**config.mk**
```make
export PLATFORM = sky130hd
export DESIGN_NAME = instn_decode_unit
export DESIGN_NICKNAME = d
export VERILOG_FILES = /design/src/rtl/instn_decode_unit.sv
export SDC_FILE = /design/constraint.sdc
export NUM_CORES = 1
export LEC_CHECK = 0
export ABC_CLOCK_PERIOD_IN_PS = 2700
export CAP_MARGIN = 15
export CORE_MARGIN = 2
export CORE_UTILIZATION = 45
export DETAILED_ROUTE_END_ITERATION = 10
export MAX_ROUTING_LAYER = met4
export PLACE_DENSITY = 0.79
export SLEW_MARGIN = 10
export SYNTH_ARGS = -nofsm -noshare
export SYNTH_HDL_FRONTEND = slang
export SYNTH_SLANG_ARGS = --single-unit
```
**constraint.sdc**
```tcl
create_clock -name clk -period 2.7 [get_ports clk]
set_clock_uncertainty 0.05 [all_clocks]
set_input_delay 0.54 -clock clk [delete_from_list [all_inputs] [get_ports clk]]
set_output_delay 0.54 -clock clk [all_outputs]
set_load 0.01 [all_outputs]
```
**src/rtl/instn_decode_unit.sv**
```systemverilog
// instn_decode_unit: Alpha integer-subset instruction decoder with registered outputs.
// Decode is purely combinational; every output (and the debug mnemonic) is flopped once.
module instn_decode_unit (
   input  logic        clk,
   input  logic        reset,
   input  logic [31:0] instn,
   output logic [6:0]  funit,
   output logic [4:0]  reg_a,
   output logic [4:0]  reg_b,
   output logic [4:0]  reg_dst,
   output logic [63:0] literal,
   output logic        no_rf_upd,
   output logic        use_ltrl_8,
   output logic        use_ltrl_16,
   output logic        use_ltrl_21,
   output logic [1:0]  addsub_op,
   output logic [1:0]  addsub_scale,
   output logic [2:0]  addsub_cmp_op,
   output logic [2:0]  log_op,
   output logic [2:0]  log_cmp_op,
   output logic        log_cond_upd,
   output logic [3:0]  ctu_op,
   output logic [2:0]  shmsk_op,
   output logic [1:0]  op_size,
   output logic [1:0]  mpu_op,
   output logic        lsu_op,
   output logic        op_llsc,
   output logic        cpr_op,
   output logic        e_reserved,
   output logic        e_halt,
   output logic        e_callpal,
   output logic        hw_ret
);
   typedef enum logic [6:0] {
      NONE, RESERVED, HALT, CALL_PAL, HW_MFPR, HW_MTPR, HW_RET,
      LDA, LDAH, LDBU, LDWU, LDL, LDQ, LDL_L, LDQ_L,
      STB, STW, STL, STQ, STL_C, STQ_C,
      ADDL, S4ADDL, SUBL, S4SUBL, S8ADDL, S8SUBL,
      ADDQ, S4ADDQ, SUBQ, S4SUBQ, S8ADDQ, S8SUBQ,
      CMPULT, CMPEQ, CMPULE, CMPLT, CMPLE,
      MULL, MULQ, UMULH,
      JMP, BR, BSR, BLBC, BEQ, BLT, BLE, BLBS, BNE, BGE, BGT,
      AND, BIC, BIS, ORNOT, XOR, EQV,
      CMOVLBS, CMOVLBC, CMOVEQ, CMOVNE, CMOVLT, CMOVGE, CMOVLE, CMOVGT,
      MSKBL, MSKWL, MSKLL, MSKQL, EXTBL, EXTWL, EXTLL, EXTQL,
      INSBL, INSWL, INSLL, INSQL, ZAP, ZAPNOT, SRL, SLL, SRA
   } mnem_e;

   typedef struct packed {
      logic [6:0]  funit;
      logic [4:0]  reg_a;
      logic [4:0]  reg_b;
      logic [4:0]  reg_dst;
      logic [63:0] literal;
      logic        no_rf_upd;
      logic        use_ltrl_8;
      logic        use_ltrl_16;
      logic        use_ltrl_21;
      logic [1:0]  addsub_op;
      logic [1:0]  addsub_scale;
      logic [2:0]  addsub_cmp_op;
      logic [2:0]  log_op;
      logic [2:0]  log_cmp_op;
      logic        log_cond_upd;
      logic [3:0]  ctu_op;
      logic [2:0]  shmsk_op;
      logic [1:0]  op_size;
      logic [1:0]  mpu_op;
      logic        lsu_op;
      logic        op_llsc;
      logic        cpr_op;
   } dec_t;

   localparam dec_t DEC_IDLE = '{reg_a: 5'd31, reg_b: 5'd31, reg_dst: 5'd31, no_rf_upd: 1'b1, default: '0};
   localparam logic [6:0] F_ADDS = 7'h01, F_LOG = 7'h02, F_SHM = 7'h04, F_LSU = 7'h08;
   localparam logic [6:0] F_CTU = 7'h10, F_MPU = 7'h20, F_CPR = 7'h40;

   logic [5:0]  op;
   logic [6:0]  func;
   logic [4:0]  ra;
   logic [63:0] lit16, lit21;
   logic        rsv;
   dec_t        dec_d, dec_q;
   mnem_e       mnem_d, decoded_instn;

   assign op    = instn[31:26];
   assign func  = instn[11:5];
   assign ra    = instn[25:21];
   assign lit16 = {{48{instn[15]}}, instn[15:0]};
   assign lit21 = {{43{instn[20]}}, instn[20:0]};

   always_comb begin
      dec_d = DEC_IDLE;
      dec_d.reg_a = ra;
      dec_d.reg_b = instn[20:16];
      mnem_d = RESERVED;
      rsv = 1'b0;
      // Operate formats (0x10-0x13) share destination and 8-bit literal handling
      if (op[5:2] == 4'b0100) begin
         dec_d.reg_dst = instn[4:0];
         dec_d.no_rf_upd = 1'b0;
         dec_d.use_ltrl_8 = instn[12];
         dec_d.literal = instn[12] ? {56'd0, instn[20:13]} : 64'd0;
      end
      case (op)
         6'h00: mnem_d = (instn[25:0] == 26'd0) ? HALT : CALL_PAL;
         6'h08, 6'h09: begin
            mnem_d = op[0] ? LDAH : LDA;
            dec_d.funit = F_ADDS;
            dec_d.addsub_op = op[0] ? 2'd3 : 2'd0;
            dec_d.op_size = 2'd3;
            dec_d.reg_dst = ra;
            dec_d.no_rf_upd = 1'b0;
            dec_d.use_ltrl_16 = 1'b1;
            dec_d.literal = lit16;
         end
         6'h0A, 6'h0C, 6'h28, 6'h29, 6'h2A, 6'h2B: begin
            case (op)
               6'h0A: mnem_d = LDBU;
               6'h0C: mnem_d = LDWU;
               6'h28: mnem_d = LDL;
               6'h29: mnem_d = LDQ;
               6'h2A: mnem_d = LDL_L;
               default: mnem_d = LDQ_L;
            endcase
            dec_d.funit = F_LSU;
            dec_d.op_size = op[5] ? {1'b1, op[0]} : {1'b0, op[2]};
            dec_d.op_llsc = op[5] & op[1];
            dec_d.reg_dst = ra;
            dec_d.no_rf_upd = 1'b0;
            dec_d.use_ltrl_16 = 1'b1;
            dec_d.literal = lit16;
         end
         6'h0D, 6'h0E, 6'h2C, 6'h2D, 6'h2E, 6'h2F: begin
            case (op)
               6'h0E: mnem_d = STB;
               6'h0D: mnem_d = STW;
               6'h2C: mnem_d = STL;
               6'h2D: mnem_d = STQ;
               6'h2E: mnem_d = STL_C;
               default: mnem_d = STQ_C;
            endcase
            dec_d.funit = F_LSU;
            dec_d.lsu_op = 1'b1;
            dec_d.op_size = {op[5], op[0]};
            dec_d.op_llsc = op[5] & op[1];
            // Store-conditional returns its success flag in ra
            dec_d.reg_dst = dec_d.op_llsc ? ra : 5'd31;
            dec_d.no_rf_upd = !dec_d.op_llsc;
            dec_d.use_ltrl_16 = 1'b1;
            dec_d.literal = lit16;
         end
         6'h10: begin
            case (func)
               7'h00: mnem_d = ADDL;
               7'h02: mnem_d = S4ADDL;
               7'h09: mnem_d = SUBL;
               7'h0B: mnem_d = S4SUBL;
               7'h12: mnem_d = S8ADDL;
               7'h1B: mnem_d = S8SUBL;
               7'h20: mnem_d = ADDQ;
               7'h22: mnem_d = S4ADDQ;
               7'h29: mnem_d = SUBQ;
               7'h2B: mnem_d = S4SUBQ;
               7'h32: mnem_d = S8ADDQ;
               7'h3B: mnem_d = S8SUBQ;
               7'h1D: begin mnem_d = CMPULT; dec_d.addsub_cmp_op = 3'd3; end
               7'h2D: begin mnem_d = CMPEQ;  dec_d.addsub_cmp_op = 3'd0; end
               7'h3D: begin mnem_d = CMPULE; dec_d.addsub_cmp_op = 3'd4; end
               7'h4D: begin mnem_d = CMPLT;  dec_d.addsub_cmp_op = 3'd1; end
               7'h6D: begin mnem_d = CMPLE;  dec_d.addsub_cmp_op = 3'd2; end
               default: rsv = 1'b1;
            endcase
            dec_d.funit = F_ADDS;
            // Compares share the xxx1101 func pattern; scale comes from func[1]/func[4]
            dec_d.addsub_op = (func[3:0] == 4'hD) ? 2'd2 : {1'b0, func[3]};
            dec_d.addsub_scale = func[1] ? (func[4] ? 2'd2 : 2'd1) : 2'd0;
            dec_d.op_size = (func[5] || func[3:0] == 4'hD) ? 2'd3 : 2'd2;
         end
         6'h11: begin
            dec_d.funit = F_LOG;
            case (func)
               7'h00: begin mnem_d = AND;   dec_d.log_op = 3'd0; end
               7'h08: begin mnem_d = BIC;   dec_d.log_op = 3'd1; end
               7'h20: begin mnem_d = BIS;   dec_d.log_op = 3'd2; end
               7'h28: begin mnem_d = ORNOT; dec_d.log_op = 3'd3; end
               7'h40: begin mnem_d = XOR;   dec_d.log_op = 3'd4; end
               7'h48: begin mnem_d = EQV;   dec_d.log_op = 3'd5; end
               7'h14: begin mnem_d = CMOVLBS; dec_d.log_cmp_op = 3'd6; end
               7'h16: begin mnem_d = CMOVLBC; dec_d.log_cmp_op = 3'd7; end
               7'h24: begin mnem_d = CMOVEQ;  dec_d.log_cmp_op = 3'd0; end
               7'h26: begin mnem_d = CMOVNE;  dec_d.log_cmp_op = 3'd1; end
               7'h44: begin mnem_d = CMOVLT;  dec_d.log_cmp_op = 3'd2; end
               7'h46: begin mnem_d = CMOVGE;  dec_d.log_cmp_op = 3'd3; end
               7'h64: begin mnem_d = CMOVLE;  dec_d.log_cmp_op = 3'd4; end
               7'h66: begin mnem_d = CMOVGT;  dec_d.log_cmp_op = 3'd5; end
               default: rsv = 1'b1;
            endcase
            dec_d.log_cond_upd = func[2];
            dec_d.log_op = func[2] ? 3'd6 : dec_d.log_op;
         end
         6'h12: begin
            dec_d.funit = F_SHM;
            case (func)
               7'h02: mnem_d = MSKBL;
               7'h12: mnem_d = MSKWL;
               7'h22: mnem_d = MSKLL;
               7'h32: mnem_d = MSKQL;
               7'h06: mnem_d = EXTBL;
               7'h16: mnem_d = EXTWL;
               7'h26: mnem_d = EXTLL;
               7'h36: mnem_d = EXTQL;
               7'h0B: mnem_d = INSBL;
               7'h1B: mnem_d = INSWL;
               7'h2B: mnem_d = INSLL;
               7'h3B: mnem_d = INSQL;
               7'h30: begin mnem_d = ZAP;    dec_d.shmsk_op = 3'd6; end
               7'h31: begin mnem_d = ZAPNOT; dec_d.shmsk_op = 3'd7; end
               7'h34: begin mnem_d = SRL;    dec_d.shmsk_op = 3'd1; end
               7'h39: begin mnem_d = SLL;    dec_d.shmsk_op = 3'd0; end
               7'h3C: begin mnem_d = SRA;    dec_d.shmsk_op = 3'd2; end
               default: rsv = 1'b1;
            endcase
            // Byte-manipulation forms carry their size in func[5:4]
            if (func[3:0] == 4'h2 || func[3:0] == 4'h6 || func[3:0] == 4'hB) begin
               dec_d.shmsk_op = (func[3:0] == 4'h2) ? 3'd5 : (func[3:0] == 4'h6) ? 3'd3 : 3'd4;
               dec_d.op_size = func[5:4];
            end
         end
         6'h13: begin
            dec_d.funit = F_MPU;
            case (func)
               7'h00: begin mnem_d = MULL;  dec_d.mpu_op = 2'd0; end
               7'h20: begin mnem_d = MULQ;  dec_d.mpu_op = 2'd1; end
               7'h30: begin mnem_d = UMULH; dec_d.mpu_op = 2'd2; end
               default: rsv = 1'b1;
            endcase
         end
         6'h19: begin
            mnem_d = HW_MFPR;
            dec_d.funit = F_CPR;
            dec_d.reg_dst = ra;
            dec_d.no_rf_upd = 1'b0;
         end
         6'h1D: begin
            mnem_d = HW_MTPR;
            dec_d.funit = F_CPR;
            dec_d.cpr_op = 1'b1;
         end
         6'h1E: mnem_d = HW_RET;
         6'h1A: begin
            mnem_d = JMP;
            dec_d.funit = F_CTU;
            dec_d.ctu_op = 4'd1;
            dec_d.reg_dst = ra;
            dec_d.no_rf_upd = 1'b0;
         end
         6'h30, 6'h34: begin
            mnem_d = op[2] ? BSR : BR;
            dec_d.funit = F_CTU;
            dec_d.reg_dst = ra;
            dec_d.no_rf_upd = 1'b0;
            dec_d.use_ltrl_21 = 1'b1;
            dec_d.literal = lit21;
         end
         6'h38, 6'h39, 6'h3A, 6'h3B, 6'h3C, 6'h3D, 6'h3E, 6'h3F: begin
            dec_d.funit = F_CTU;
            dec_d.use_ltrl_21 = 1'b1;
            dec_d.literal = lit21;
            case (op[2:0])
               3'd0: begin mnem_d = BLBC; dec_d.ctu_op = 4'd8; end
               3'd1: begin mnem_d = BEQ;  dec_d.ctu_op = 4'd2; end
               3'd2: begin mnem_d = BLT;  dec_d.ctu_op = 4'd4; end
               3'd3: begin mnem_d = BLE;  dec_d.ctu_op = 4'd6; end
               3'd4: begin mnem_d = BLBS; dec_d.ctu_op = 4'd9; end
               3'd5: begin mnem_d = BNE;  dec_d.ctu_op = 4'd3; end
               3'd6: begin mnem_d = BGE;  dec_d.ctu_op = 4'd5; end
               default: begin mnem_d = BGT; dec_d.ctu_op = 4'd7; end
            endcase
         end
         default: rsv = 1'b1;
      endcase
      if (rsv) begin
         dec_d = DEC_IDLE;
         dec_d.reg_a = ra;
         dec_d.reg_b = instn[20:16];
         mnem_d = RESERVED;
      end
   end

   always_ff @(posedge clk or negedge reset) begin
      if (!reset) begin
         dec_q <= DEC_IDLE;
         decoded_instn <= NONE;
      end else begin
         dec_q <= dec_d;
         decoded_instn <= mnem_d;
      end
   end

   assign funit         = dec_q.funit;
   assign reg_a         = dec_q.reg_a;
   assign reg_b         = dec_q.reg_b;
   assign reg_dst       = dec_q.reg_dst;
   assign literal       = dec_q.literal;
   assign no_rf_upd     = dec_q.no_rf_upd;
   assign use_ltrl_8    = dec_q.use_ltrl_8;
   assign use_ltrl_16   = dec_q.use_ltrl_16;
   assign use_ltrl_21   = dec_q.use_ltrl_21;
   assign addsub_op     = dec_q.addsub_op;
   assign addsub_scale  = dec_q.addsub_scale;
   assign addsub_cmp_op = dec_q.addsub_cmp_op;
   assign log_op        = dec_q.log_op;
   assign log_cmp_op    = dec_q.log_cmp_op;
   assign log_cond_upd  = dec_q.log_cond_upd;
   assign ctu_op        = dec_q.ctu_op;
   assign shmsk_op      = dec_q.shmsk_op;
   assign op_size       = dec_q.op_size;
   assign mpu_op        = dec_q.mpu_op;
   assign lsu_op        = dec_q.lsu_op;
   assign op_llsc       = dec_q.op_llsc;
   assign cpr_op        = dec_q.cpr_op;
   // Exception flags fall out of the registered mnemonic, so they are exclusive by construction
   assign e_reserved    = decoded_instn == RESERVED;
   assign e_halt        = decoded_instn == HALT;
   assign e_callpal     = decoded_instn == CALL_PAL;
   assign hw_ret        = decoded_instn == HW_RET;
endmodule

```
==> flow_metrics.py <==
metrics = {
    "run_status": {
        "status": "completed",
    },
    "clock_network": {
        "cts-buffers-inserted": 9,
        "tritoncts": "done",
        "max-clock-path-buffers": 2,
        "ctsHtreeMaxLevel": 3,
        "cts_sinks": 82,
        "clkTransAtPathRegs_ns": 0.09,
        "cts_root_buf": "clkbuf_8",
    },
    "place": {
        "place.gp.congestion": 0.999,
        "hpwl_um": 13300,
        "port_buffers": 155,
        "placed_area_um2": 6780,
    },
    "global_route": {
        "use_met1_pct": 40.8,
        "grt_first_pass_wirelength_um": 26600,
        "grt_max_degree": 48,
        "grt_pass1_vias": 4731,
        "gr-max-usage-layer": "met2",
        "grt_overflow_total": 0,
        "gr-usage-met3_pct": 5.33,
        "antenna_found_initial": 0,
        "met2_usage_pct": 52.2,
        "grt_use_total_pct": 31.8,
    },
    "power": {
        "p_per_area_nw_per_um2": 413,
        "pwr-share-clk_pct": 28.7,
        "comb_power_share_pct": 26.6,
        "netSwitchingPower_uw": 894,
        "p_leak_uw": 0.00308,
        "power_frac_seq_pct": 44.7,
        "design_power_total_uw": 2920,
        "internal_power_uw": 2030,
        "ir_drop_mv": 0.273,
        "sw_frac_of_total_pct": 30.6,
    },
    "cells_and_area": {
        "final_cell_mix": "clkdlybuf4s50_1, buf_4, dfrtp_1",
        "fin_area_um2": 7080,
        "synthToLayoutAreaGrowth_pct": 51.4,
        "layout-drive-gt1-share_pct": 23.6,
        "fin_nets": 758,
        "final_common_cell": "clkdlybuf4s50_1",
        "utilization_pct": 69.5,
        "fill_cells": 796,
        "antenna-diode-count": 0,
    },
    "timing": {
        "hold_viol": 0,
        "setup-tns-final_ns": 0,
        "whs_ns": 0.0668,
        "fin_crit_sh_pct": 97.0,
        "drv_slew": 0,
        "max_freq_mhz": 382,
        "finalSetupViolations": 0,
        "final.min_clock_period_ns": 2.62,
        "max_slew.worst_pin.slew_ns": 0.531,
        "max_slew_margin_pct": 64.2,
    },
    "worst_setup_path": {
        "path_delay_family": "simple AND/OR/NAND/NOR gates",
        "crit_path_max_fanout": 8,
        "crit_slowest_cell": "clkdlybuf4s50_1",
        "cp.arrival_ns": 2.86,
        "startpoint": "instn[31]",
        "worstSetupPathType": "in -> reg",
        "start_kind": "input pin",
        "critical_path_required_ns": 2.95,
        "crit_buf_inv": 2,
        "cp_cell_sequence": "clkdlybuf4s50_1 -> buf_4 -> nand2_1 -> o21ai_0 -> a221oi_2 -> or4_4 -> or3_4 -> a211oi_2",
        "cp_slowest_stage_delay_ns": 0.60,
        "end_kind": "register",
    },
    "flow_run": {
        "cap_viol_max_count": 0,
    },
    "synthesis": {
        "async_flop_share_pct": 100,
        "ys_ff_latch": 82,
        "syn_inst": 529,
        "synthesis.area_um2": 4680,
        "syn_avg_cell_area_um2": 8.84,
        "ys_seq_area_share_pct": 44.3,
        "ys_types": 68,
        "synth-main-ff-cell": "dfrtp_1",
        "syn-num-nets": 563,
        "synth_edf_count": 0,
        "yosys_warnings": 0,
    },
    "hold_path": {
        "worstHoldPathType": "in -> async",
    },
    "die": {
        "die_h_um": 106,
        "std_cell_rows": 37,
        "die_area_um2": 11200,
        "io_pins": 156,
        "initial_core_util_pct": 45.9,
        "dieWidth_um": 106,
        "core_area_um2": 10200,
    },
    "detailed_routing": {
        "vias": 4843,
        "postRouteAntennaNets": 0,
        "vias_per_cell": 5.60,
        "detail_route.wl_per_cell_um": 19.7,
        "drt_wl_total_um": 17100,
        "drtIter0Drc": 374,
        "drtPass1Iterations": 5,
        "drc": 0,
    },
}
[power groups by stage]
stage                     sequential, µW  clock, µW  combinational (µW)
after floorplan                     1350          0                 329
after global placement              1330          0                 750
after detailed placement            1330          0                 755
after CTS                           1310        845                 763
after global routing                1310        885                 832
final                               1300        838                 779
[stage by stage]
| stage | worst slack, ns | cells |
|---|---|---|
| floorplan | 0.0135 | 529 |
| global placement | -0.477 | 847 |
| detailed placement | -0.527 | 847 |
| CTS | 0.00727 | 865 |
| global route | -0.00729 | 865 |
| finish | 0.0822 | 865 |
[worst max-delay path by stage]
stage,endpoint,cells after the start,slack (ns)
finish,addsub_cmp_op[0],8,0.08
global placement,log_cmp_op[0],8,-0.48
floorplan,addsub_cmp_op[0],8,0.01
CTS,addsub_cmp_op[0],7,0.007
global route,addsub_cmp_op[0],9,-0.007
detailed placement,log_cmp_op[0],8,-0.53
[synthesized netlist by cell type, drive strengths merged, types with 3 or more instances]
cell,number,area share (%)
dfrtp,66,35
nand3b,4,0.64
o311ai,3,0.56
a31oi,6,0.80
nand4,5,0.67
nand2,38,3.1
a22oi,13,2.1
or4,4,0.80
nand2b,19,2.5
a21oi,33,3.6
nor4,10,1.7
inv,14,1.1
o21ai,28,3.0
nor3,21,2.5
and2,11,1.5
o211ai,6,0.96
o22ai,8,1.1
nor2,56,4.5
a211oi,6,1.1
and3,8,1.1
nor4b,3,0.70
dfstp,16,9.0
buf,53,7.9
o22a,5,0.94
a2111oi,3,0.56
nor2b,8,1.1
nand3,9,0.96
xnor2,4,0.75
clkbuf,29,2.3
[layout make-up]
class	count	area, µm²	share of cell area (%)
inverters	15	56.3	0.795
clock inverters	6	37.5	0.530
repair buffers	266	2430	34.4
multi-input cells	350	2170	30.7
well taps	136	170	2.40
clock buffers	10	138	1.94
flip-flops and latches	82	2070	29.3
[cell families after synthesis]
family | count (synthesis) | synth area share (%)
muxes | 3 | 0.669
and+or+nand+nor | 209 | 24.0
buffers and inverters | 97 | 11.4
xor gates and xnor gates | 6 | 1.12
AOI/OAI and AO/OA | 132 | 18.5
DFF | 82 | 44.3
[registers in the layout, indices dropped and copies added (netlist names), 2 cells and up]
name and count:
addsub_cmp_op 3, reg_dst 5, log_op 3, mpu_op 2
addsub_scale 2, funit 7, log_cmp_op 3, decoded_instn 7
reg_a 5, reg_b 5, addsub_op 2, ctu_op 4
op_size 2, shmsk_op 3, literal 21
[per-layer routing]
layer / share of wire [%] / routed length [µm]
met1: 42 / 7190
met2: 49 / 8390
met3: 6.3 / 1070
met5: 0 / 0
met4: 2.5 / 422
[what timing repair did]
item / in CTS / in global routing
hold buffers: 0 / 0
setup buffers: 2 / 0
setup endpoints to repair: 11 / 19
pin swaps: 2 / 2
gates resized for setup: 15 / 19
Power figures use the tool's default switching activity.
